### src/rtl/tick_period_monitor.sv
// tick_period_monitor
// Consumer-side checker for the periodic one-cycle tick from the 1 s timer.
// Measures the i_clk cycle count between successive tick rising edges,
// reports every period with a window verdict, flags lost ticks, tracks lock
// after a run of good periods and keeps a saturating error count.

module tick_period_monitor #(
    parameter int unsigned P_NOMINAL = 5_000_001,
    parameter int unsigned P_TOL     = 16,
    parameter int unsigned P_TIMEOUT = 10_000_002,
    parameter int unsigned P_LOCK_N  = 4,
    parameter int unsigned P_CNT_W   = 26
) (
    input  logic               i_clk,
    input  logic               i_rst,
    input  logic               i_tick,
    output logic [P_CNT_W-1:0] o_period,
    output logic               o_period_valid,
    output logic               o_in_window,
    output logic               o_timeout,
    output logic               o_locked,
    output logic [7:0]         o_err_cnt
);

    // Window bounds; the low bound clamps at zero so small nominals stay valid.
    localparam int unsigned WIN_LO_I = (P_NOMINAL > P_TOL) ? (P_NOMINAL - P_TOL) : 0;
    localparam int unsigned WIN_HI_I = P_NOMINAL + P_TOL;

    localparam logic [P_CNT_W-1:0] WIN_LO    = P_CNT_W'(WIN_LO_I);
    localparam logic [P_CNT_W-1:0] WIN_HI    = P_CNT_W'(WIN_HI_I);
    localparam logic [P_CNT_W-1:0] TIMEOUT_V = P_CNT_W'(P_TIMEOUT);
    localparam logic [P_CNT_W-1:0] CNT_ONE   = P_CNT_W'(1);

    // Good-run counter only needs to reach P_LOCK_N before it saturates.
    localparam int unsigned       GOOD_W   = $clog2(P_LOCK_N + 1);
    localparam logic [GOOD_W-1:0] LOCK_N_V = GOOD_W'(P_LOCK_N);
    localparam logic [GOOD_W-1:0] GOOD_ONE = GOOD_W'(1);

    localparam logic [7:0] ERR_MAX = 8'hFF;
    localparam logic [7:0] ERR_ONE = 8'h01;

    typedef enum logic {
        S_IDLE,
        S_RUN
    } state_t;

    state_t state;
    state_t state_next;

    logic               tick_d;
    logic               tick_edge;
    logic [P_CNT_W-1:0] cnt;
    logic [P_CNT_W-1:0] cnt_next;
    logic               report;
    logic               timeout_hit;
    logic               in_window_now;
    logic [GOOD_W-1:0]  good_cnt;
    logic [GOOD_W-1:0]  good_next;

    // Delayed copy of the tick; reset to 0 so a tick already high at
    // reset release is seen as an edge on the first cycle.
    always_ff @(posedge i_clk or posedge i_rst) begin
        if (i_rst) begin
            tick_d <= 1'b0;
        end else begin
            tick_d <= i_tick;
        end
    end

    assign tick_edge = i_tick & ~tick_d;

    // State register.
    always_ff @(posedge i_clk or posedge i_rst) begin
        if (i_rst) begin
            state <= S_IDLE;
        end else begin
            state <= state_next;
        end
    end

    // Next-state logic: first edge arms the measurement, a lost tick disarms it.
    // An edge on the timeout cycle wins, so the run continues.
    always_comb begin
        state_next = state;
        case (state)
            S_IDLE: begin
                if (tick_edge) begin
                    state_next = S_RUN;
                end
            end
            S_RUN: begin
                if (!tick_edge && (cnt == TIMEOUT_V)) begin
                    state_next = S_IDLE;
                end
            end
            default: state_next = S_IDLE;
        endcase
    end

    // Output decode: period report on an edge while running, timeout when the
    // counter reaches its limit without an edge, and the next counter value.
    // The counter stops at P_TIMEOUT (reload or clear), so it never wraps.
    always_comb begin
        report      = 1'b0;
        timeout_hit = 1'b0;
        cnt_next    = cnt;
        case (state)
            S_IDLE: begin
                cnt_next = tick_edge ? CNT_ONE : '0;
            end
            S_RUN: begin
                if (tick_edge) begin
                    report   = 1'b1;
                    cnt_next = CNT_ONE;
                end else if (cnt == TIMEOUT_V) begin
                    timeout_hit = 1'b1;
                    cnt_next    = '0;
                end else begin
                    cnt_next = cnt + CNT_ONE;
                end
            end
            default: cnt_next = '0;
        endcase
    end

    // Window verdict and saturating good-run increment for the current count.
    always_comb begin
        in_window_now = (cnt >= WIN_LO) && (cnt <= WIN_HI);
        if (good_cnt >= LOCK_N_V) begin
            good_next = LOCK_N_V;
        end else begin
            good_next = good_cnt + GOOD_ONE;
        end
    end

    // Cycle counter between edges.
    always_ff @(posedge i_clk or posedge i_rst) begin
        if (i_rst) begin
            cnt <= '0;
        end else begin
            cnt <= cnt_next;
        end
    end

    // Period result registers: strobes last one cycle, period and verdict hold.
    always_ff @(posedge i_clk or posedge i_rst) begin
        if (i_rst) begin
            o_period       <= '0;
            o_period_valid <= 1'b0;
            o_in_window    <= 1'b0;
            o_timeout      <= 1'b0;
        end else begin
            o_period_valid <= report;
            o_timeout      <= timeout_hit;
            if (report) begin
                o_period    <= cnt;
                o_in_window <= in_window_now;
            end
        end
    end

    // Lock and error tracking; bad periods and timeouts both break lock.
    always_ff @(posedge i_clk or posedge i_rst) begin
        if (i_rst) begin
            good_cnt  <= '0;
            o_locked  <= 1'b0;
            o_err_cnt <= '0;
        end else begin
            if (report && in_window_now) begin
                good_cnt <= good_next;
                o_locked <= (good_next == LOCK_N_V);
            end else if (report || timeout_hit) begin
                good_cnt <= '0;
                o_locked <= 1'b0;
                if (o_err_cnt != ERR_MAX) begin
                    o_err_cnt <= o_err_cnt + ERR_ONE;
                end
            end
        end
    end

endmodule

### config.mk
export PLATFORM = sky130hd
export DESIGN_NAME = tick_period_monitor
export DESIGN_NICKNAME = d
export VERILOG_FILES = /design/src/rtl/tick_period_monitor.sv
export SDC_FILE = /design/constraint.sdc
export NUM_CORES = 1
export LEC_CHECK = 0
export BUFFER_PORTS_ARGS = -buffer_cell sky130_fd_sc_hd__buf_2
export CORE_ASPECT_RATIO = 1.25
export CORE_UTILIZATION = 56
export DETAILED_ROUTE_END_ITERATION = 12
export PLACE_DENSITY_LB_ADDON = 0.2
export REMOVE_ABC_BUFFERS = 1
export SKIP_LAST_GASP = 1
export SYNTH_ARGS = -nofsm -noshare
export SYNTH_HDL_FRONTEND = slang
export SYNTH_SLANG_ARGS = --single-unit
### constraint.sdc
create_clock -name i_clk -period 5.8 [get_ports i_clk]
set_clock_uncertainty 0.1 [all_clocks]
set_input_delay 0.29 -clock i_clk [delete_from_list [all_inputs] [get_ports i_clk]]
set_output_delay 0.29 -clock i_clk [all_outputs]
set_load 0.03 [all_outputs]
==> results of run 1 <==
-- where the power goes --
group          internal, mW  switching, mW  leakage (nW)  total (mW)
sequential            0.523         0.0436         0.935       0.566
clock                 0.264          0.179         0.116       0.443
combinational        0.0791          0.135         0.802       0.214
total                 0.866          0.358          1.85        1.22
-- layout make-up --
cell class / count / area (sq um)
Clock inverter: 4 / 70.1
Fill cell: 481 / 1970
Inverter: 14 / 52.6
Multi-Input combinational cell: 206 / 1460
Tap cell: 66 / 82.6
Sequential cell: 69 / 1730
Clock buffer: 12 / 155
Timing Repair Buffer: 43 / 225
-- worst max path at each step --
stage / endpoint / start / slack (ns)
finish: o_err_cnt[1] / cnt[11] / 3.20
global route: cnt[16] / cnt[0] / 3.03
CTS: o_err_cnt[1] / cnt[11] / 3.23
detailed placement: o_err_cnt[1] / cnt[11] / 3.25
global placement: o_err_cnt[1] / cnt[11] / 3.24
floorplan: o_err_cnt[4] / cnt[11] / 3.49
-- repair_timing --
item                                   in CTS  in global routing
setup endpoints to repair                   0                  0
hold buffers                                1                  0
endpoints found under the hold margin       1                  0
-- placed cells by master (no fill, tap or decap), types with 4 or more instances in the layout --
| cell type | instances |
|---|---|
| sky130_fd_sc_hd__mux2_2 | 22 |
| sky130_fd_sc_hd__a21oi_1 | 4 |
| sky130_fd_sc_hd__nor2_1 | 30 |
| sky130_fd_sc_hd__or3_1 | 5 |
| sky130_fd_sc_hd__xnor2_1 | 11 |
| sky130_fd_sc_hd__nand4_1 | 9 |
| sky130_fd_sc_hd__inv_1 | 13 |
| sky130_fd_sc_hd__a31oi_1 | 4 |
| sky130_fd_sc_hd__dfrtp_1 | 69 |
| sky130_fd_sc_hd__buf_2 | 40 |
| sky130_fd_sc_hd__ha_1 | 7 |
| sky130_fd_sc_hd__nand2_1 | 26 |
| sky130_fd_sc_hd__nand3_1 | 13 |
| sky130_fd_sc_hd__xor2_1 | 15 |
| sky130_fd_sc_hd__nor3_1 | 6 |
| sky130_fd_sc_hd__clkbuf_8 | 11 |
| sky130_fd_sc_hd__and3_1 | 6 |
| sky130_fd_sc_hd__o21ai_0 | 10 |
-- worst max-delay path: stages, from the launching register on --
cell and delay (ns):
sky130_fd_sc_hd__dfrtp_1 0.52, sky130_fd_sc_hd__a211oi_2 0.26, sky130_fd_sc_hd__o2111ai_1 0.18, sky130_fd_sc_hd__a2bb2oi_1 0.18, sky130_fd_sc_hd__or4b_1 0.76, sky130_fd_sc_hd__nand2_4 0.17
sky130_fd_sc_hd__mux2_4 0.30
-- state kept, by name, summed over array words and instances, names as in the netlist, 3 cells and up --
register	flops
o_err_cnt	8
o_period	26
good_cnt	3
cnt	26
-- cell families after synthesis --
kind of cell | count (synthesis)
AND/OR/NAND/NOR | 121
flip-flops | 69
AO/OA/AOI/OAI | 28
buffers and inverters | 27
XOR/XNOR | 26
multiplexers | 24
adder cells (fa/ha/maj) | 7
-- stage by stage --
| step | hold slack (ns) | cells | util (%) | instance area, sq um | total power, mW |
|---|---|---|---|---|---|
| 2_1_floorplan | 0.221 | 289 | - | 3240 | 0.729 |
| 3_3_place_gp | 0.338 | 397 | 61.6 | 3540 | 0.786 |
| 3_5_place_dp | 0.342 | 397 | 61.6 | 3540 | 0.791 |
| 4_1_cts | 0.119 | 414 | 65.7 | 3770 | 1.23 |
| 5_1_grt | 0.187 | 414 | 65.7 | 3770 | 1.27 |
| 6_report | 0.0765 | 414 | 65.7 | 3770 | 1.22 |
-- routing by layer --
layer	vias to the layer above	share of wire, %	track usage (%)
met5	-	0	0
met4	0	2.3	12.2
met3	13	2.4	3.80
met2	36	50	37.2
met1	1149	46	27.3
li1	1124	-	-
==> impl_results.rst, run 1 <==
.. list-table::
   :header-rows: 1

   * - Metric
     - Value
   * - Count of port buffers added during placement
     - 40
   * - Bufs on Longest Clock Path
     - 2
   * - Share of the clock period used by the worst path after layout
     - 44.9%
   * - Startpoint types
     - flop
   * - DPL Wire Length
     - 4.24 mm
   * - Data required, critical path
     - 5.94 ns
   * - Share of layout cells above drive strength 1
     - 27.6%
   * - Die height
     - 88.1 um
   * - Most numerous cell in the Yosys netlist
     - sky130_fd_sc_hd__dfrtp_1
   * - Setup repair after global routing missed its margin
     - false
   * - Synthesis-to-finish area growth
     - 13.7%
   * - Starting density of the core
     - 57.8%
   * - Leakage
     - 1.85 nW
   * - Adder-Cell Fraction of Synth Area
     - 2.64%
   * - Synthesis Warnings
     - 0
   * - Worst min-delay path class
     - in -> async
   * - Chip Width
     - 70.9 um
   * - Least setup slack across all paths after layout
     - 3.20 ns
   * - Reported max-cap violation count
     - 0
   * - Total congestion overflow after global routing
     - 0
   * - Initial antenna violation count
     - 0
   * - Sum Neg Setup Slack
     - 0 ns
   * - Num CTS Buffers
     - 9
   * - Sequential fraction of the synthesis area
     - 52.0%
   * - Count of cells resized by post-cts repair
     - 0
   * - Post-layout net count
     - 353
   * - Floorplan Core Area
     - 0.00574 sq mm
   * - Post-detailed-route count of antenna-violating nets
     - 0
   * - Maximum fanout count along the critical path
     - 11
   * - Violated checks
     - DRC
   * - Top cell type by total area after synthesis
     - sky130_fd_sc_hd__dfrtp_1
   * - DR DRC count
     - 6
   * - Die area
     - 0.00624 sq mm
   * - Number of global-route vias before repair
     - 2,215
   * - Synthesized instance count
     - 302
   * - Count of flip-flops with a built-in enable after synthesis
     - 0
   * - Post-placement setup slack
     - 3.25 ns
   * - Post-Synth Simple-Gate Area
     - 20.3%
   * - Launch instance of the worst register-to-register path
     - cnt[11]
   * - Overall via count from detail_route
     - 2,322
   * - Combinational family with the most area after synthesis
     - simple AND/OR/NAND/NOR gates
   * - Finish-stage setup viols
     - 0
   * - Buffer type at the clock tree root
     - sky130_fd_sc_hd__clkbuf_8
   * - Compound-gate portion of the synthesized area
     - 5.88%
   * - Placer Congestion
     - 0.780
   * - Worst Reg-to-Reg Cells
     - 6
   * - Count of clock tree sinks
     - 69
   * - Yosys cell types
     - 49
   * - Buffers inserted during post-CTS setup optimization
     - 0
   * - Multiplexer area fraction after synthesis
     - 8.37%
   * - Mean post-synth cell area
     - 11.0 sq um
   * - Slew at the pin closest to its max-slew limit
     - 0.979 ns
   * - Clock Latency Late Sink
     - 0.35 ns
   * - Kind of capture point of the worst setup path
     - flop
   * - Worst IR Drop VDD
     - 0.179 mV
   * - Average via count per standard cell
     - 5.61
   * - Critical path arrival
     - 2.74 ns
   * - Total power density per cell area
     - 324 mW/mm^2
   * - Clock-pin slew of the registers on the worst-case setup and hold paths
     - 0.07 ns
   * - Global-route wire length before repair
     - 10.5 mm
   * - Achievable frequency
     - 0.384 GHz
   * - Number of hold-slack violations in the final timing report
     - 0
   * - I/O pins
     - 41
   * - Post-synthesis instance area
     - 0.00332 sq mm
   * - Total inserted antenna cells
     - 0
   * - Post-DR wirelength/cell
     - 15.3 um
   * - Synth Flop Type
     - sky130_fd_sc_hd__dfrtp_1
   * - Commonest cells post-synth
     - sky130_fd_sc_hd__dfrtp_1 (69), sky130_fd_sc_hd__nor2_1 (30), sky130_fd_sc_hd__nand2_1 (26), sky130_fd_sc_hd__mux2_2 (22), sky130_fd_sc_hd__xor2_1 (15)
   * - Synthesis-stage register bit count
     - 69
   * - Largest net degree at the start of global routing
     - 70
   * - Pre-antenna DRT Iters
     - 10
   * - Total length of routed wires
     - 6.32 mm
   * - Aggregate global-route resource usage
     - 22.1%
   * - Worst slew margin relative to its limit
     - 34.7%
   * - XOR/XNOR Fraction of Synth Area
     - 6.86%
   * - Yosys top cell area share
     - 52.0%
   * - Worst-case register-to-register setup slack
     - 3.20 ns
   * - Run status
     - finished with violations
   * - Floorplan row count
     - 31
   * - Type of the worst setup path
     - reg -> reg
   * - Final period demand of the worst path
     - 2.60 ns
   * - Cell types occupying the most area after synthesis
     - sky130_fd_sc_hd__dfrtp_1 (52%), sky130_fd_sc_hd__mux2_2 (7.5%), sky130_fd_sc_hd__xor2_1 (4.0%)
   * - Worst r2r dst
     - o_err_cnt[1]
   * - Number of H-tree levels
     - 3
   * - Iter 0 DRT Violations
     - 103
   * - Final number of max-transition violations
     - 0
   * - Share of flip-flops with an asynchronous set or reset after synthesis
     - 100%
   * - Clock tree from TritonCTS
     - done
Note: power is estimated with default switching activity, not from simulation.
==> inputs of run 2 (changes only) <==
clock period = 2.69 ns   (was 5.8 ns; I/O delays follow)
==> run 2 against run 1 <==
  * Power increased by 98%
  * Largest power group unchanged
  * The flow now finishes without violations
  * Register-to-register slack got worse by 2.9 ns
  * First-iteration DRC count decreased by 0.97%
==> impl_results.rst, run 2 (same netlist as run 1, synthesis figures left out) <==
.. list-table::
   :header-rows: 1

   * - Metric
     - Value
   * - Floorplan row count
     - 31 (unchanged)
   * - Most common cell after layout, fill and taps aside
     - sky130_fd_sc_hd__dfrtp_1 (unchanged)
   * - Placer Congestion
     - 0.850 (was 0.780)
   * - Clock tree from TritonCTS
     - done (unchanged)
   * - Bufs on Longest Clock Path
     - 2 (unchanged)
   * - Count of clock tree sinks
     - 69 (unchanged)
   * - Number of global-route vias before repair
     - 2,318 (was 2,215)
   * - Num CTS Buffers
     - 9 (unchanged)
   * - Worst r2r dst
     - o_err_cnt[1] (unchanged)
   * - Share of the clock period used by the worst path after layout
     - 89.3% (was 44.9%)
   * - Total length of routed wires
     - 6.34 mm (was 6.32 mm)
   * - Worst min-delay path class
     - in -> async (unchanged)
   * - Startpoint types
     - flop (unchanged)
   * - Chip Width
     - 70.9 um (unchanged)
   * - Series of cell instances along the critical path
     - nor3_1 > a2bb2oi_1 > or4b_1 > buf_4 > nand2_4 > mux2_4 (was a211oi_2 > o2111ai_1 > a2bb2oi_1 > or4b_1 > nand2_4 > mux2_4)
   * - Kind of capture point of the worst setup path
     - flop (unchanged)
   * - Crit path max-delay cell type
     - sky130_fd_sc_hd__or4b_1 (unchanged)
   * - Worst IR Drop VDD
     - 0.376 mV (was 0.179 mV)
   * - Overall via count from detail_route
     - 2,341 (was 2,322)
   * - Setup repair after global routing missed its margin
     - false (unchanged)
   * - Finish-stage setup viols
     - 0 (unchanged)
   * - Post-DR wirelength/cell
     - 15.2 um (was 15.3 um)
   * - Reported max-cap violation count
     - 0 (unchanged)
   * - Final number of max-transition violations
     - 0 (unchanged)
   * - Least setup slack across all paths after layout
     - 0.287 ns (was 3.20 ns)
   * - Largest stage delay on the critical path
     - 0.53 ns (was 0.76 ns)
   * - DPL Wire Length
     - 4.59 mm (was 4.24 mm)
   * - Pre-antenna DRT Iters
     - 6 (was 10)
   * - Worst Reg-to-Reg Cells
     - 6 (unchanged)
   * - Number of hold-slack violations in the final timing report
     - 0 (unchanged)
   * - Post-layout net count
     - 358 (was 353)
   * - Post-placement setup slack
     - 0.320 ns (was 3.25 ns)
   * - Initial antenna violation count
     - 0 (unchanged)
   * - Iter 0 DRT Violations
     - 102 (was 103)
   * - Maximum fanout count along the critical path
     - 9 (was 11)
   * - Buffer type at the clock tree root
     - sky130_fd_sc_hd__clkbuf_8 (unchanged)
   * - Share of layout cells above drive strength 1
     - 27.9% (was 27.6%)
   * - Area after detailed placement
     - 0.00357 sq mm (was 0.00354 sq mm)
   * - DR DRC count
     - 0 (was 6)
   * - Average via count per standard cell
     - 5.61 (about the same)
   * - Total inserted antenna cells
     - 0 (unchanged)
   * - Filler cell count in the final layout
     - 464 (was 481)
   * - Data required, critical path
     - 2.81 ns (was 5.94 ns)
   * - I/O pins
     - 41 (unchanged)
   * - Aggregate global-route resource usage
     - 22.3% (was 22.1%)
   * - Die area
     - 0.00624 sq mm (unchanged)
   * - Count of cells resized by post-cts repair
     - 0 (unchanged)
   * - Area of all placed cells without fillers
     - 0.00375 sq mm (was 0.00377 sq mm)
   * - Die height
     - 88.1 um (unchanged)
   * - Worst-case register-to-register setup slack
     - 0.29 ns (was 3.20 ns)
   * - Core occupancy in the finished layout
     - 65.4% (was 65.7%)
   * - Buf+Inv Stages, Crit Path
     - 1 (was 0)
   * - Cell family with the largest share of critical-path delay
     - simple AND/OR/NAND/NOR gates (unchanged)
   * - Count of port buffers added during placement
     - 40 (unchanged)
   * - Global-route wire length before repair
     - 10.8 mm (was 10.5 mm)
   * - Worst slew margin relative to its limit
     - 52.6% (was 34.7%)
   * - Launch instance of the worst register-to-register path
     - cnt[2] (was cnt[11])
   * - Post-detailed-route count of antenna-violating nets
     - 0 (unchanged)
   * - Floorplan Core Area
     - 0.00574 sq mm (unchanged)
   * - Critical path arrival
     - 2.53 ns (was 2.74 ns)
   * - Slew at the pin closest to its max-slew limit
     - 0.710 ns (was 0.979 ns)
   * - Clock Latency Late Sink
     - 0.34 ns (was 0.35 ns)
   * - Achievable frequency
     - 0.416 GHz (was 0.384 GHz)
   * - Total power density per cell area
     - 647 mW/mm^2 (was 324 mW/mm^2)
   * - Final period demand of the worst path
     - 2.40 ns (was 2.60 ns)
   * - Sum Neg Setup Slack
     - 0 ns (unchanged)
   * - Largest net degree at the start of global routing
     - 35 (was 70)
   * - Total congestion overflow after global routing
     - 0 (unchanged)
   * - Leakage
     - 1.85 nW (about the same)
   * - Commonest cells after routing, fill and taps aside
     - sky130_fd_sc_hd__dfrtp_1 (69), sky130_fd_sc_hd__buf_2 (40), sky130_fd_sc_hd__nor2_1 (30), sky130_fd_sc_hd__nand2_1 (26), sky130_fd_sc_hd__mux2_2 (22) (unchanged)
   * - Number of H-tree levels
     - 3 (unchanged)
   * - Run status
     - finished, final reports clean (was finished with violations)
   * - Clock-pin slew of the registers on the worst-case setup and hold paths
     - 0.07 ns (about the same)
   * - Type of the worst setup path
     - reg -> reg (unchanged)
   * - Synthesis-to-finish area growth
     - 13.1% (was 13.7%)
   * - Starting density of the core
     - 57.8% (unchanged)
   * - Registers with the highest flip-flop counts
     - cnt (26), o_period (26), o_err_cnt (8) (unchanged)
==> run 2: cell types whose count changed in the layout (fill, tap and decap cells not counted), sizes merged <==
| cell | change |
|---|---|
| buf | +4 |
| bufinv | -2 |
| dlygate4sd3 | +1 |
==> run 2: final cells by class <==
class	instances	area (sq um)	area share, %
clock buffer	12	155	4.13
clock inverter	2	10.0	0.267
inverter	14	52.6	1.40
multi-input combinational	206	1460	38.9
sequential	69	1730	46.0
tap	66	82.6	2.20
timing repair buffer	48	265	7.07
==> run 2: power by group <==
group	internal, mW	switching (mW)
clock network	0.372	0.360
logic	0.175	0.297
registers	1.13	0.0955
total	1.67	0.753
==> run 2: tightest hold or removal path, delay by kind of cell <==
kind	cells	cell delay, ns
buf+inv	3	1.16
==> run 2: through the flow <==
stage | cells | total power [mW] | hold WS (ns)
finish | 417 | 2.43 | 0.354
global route | 417 | 2.55 | 0.386
CTS | 417 | 2.45 | 0.362
detailed placement | 401 | 1.72 | 0.182
global placement | 401 | 1.70 | 0.177
floorplan | 289 | 1.57 | 0.0659
==> run 2: how the worst max path moves through the flow <==
stage | startpoint | to | slack (ns) | cells past startpoint
after floorplan | cnt[11] | o_err_cnt[4] | 0.37 | 6
after CTS | cnt[11] | o_err_cnt[1] | 0.31 | 7
after detailed placement | cnt[2] | o_err_cnt[1] | 0.32 | 6
after global placement | cnt[11] | o_err_cnt[4] | 0.36 | 7
after global routing | cnt[2] | o_err_cnt[1] | 0.13 | 6
final | cnt[2] | o_err_cnt[1] | 0.29 | 6
==> run 2: repair_timing <==
action	CTS	global route
endpoints found under the hold margin	33	0
buffers inserted	0	0
hold buffers	2	0
==> run 2: per-layer routing <==
metal	GRT usage, %	vias to the layer above	routed length [um]
met5	0	-	0
met4	10.2	0	127
met3	4.83	11	190
met2	37.9	44	3170
met1	27.4	1155	2850
li1	-	1131	-
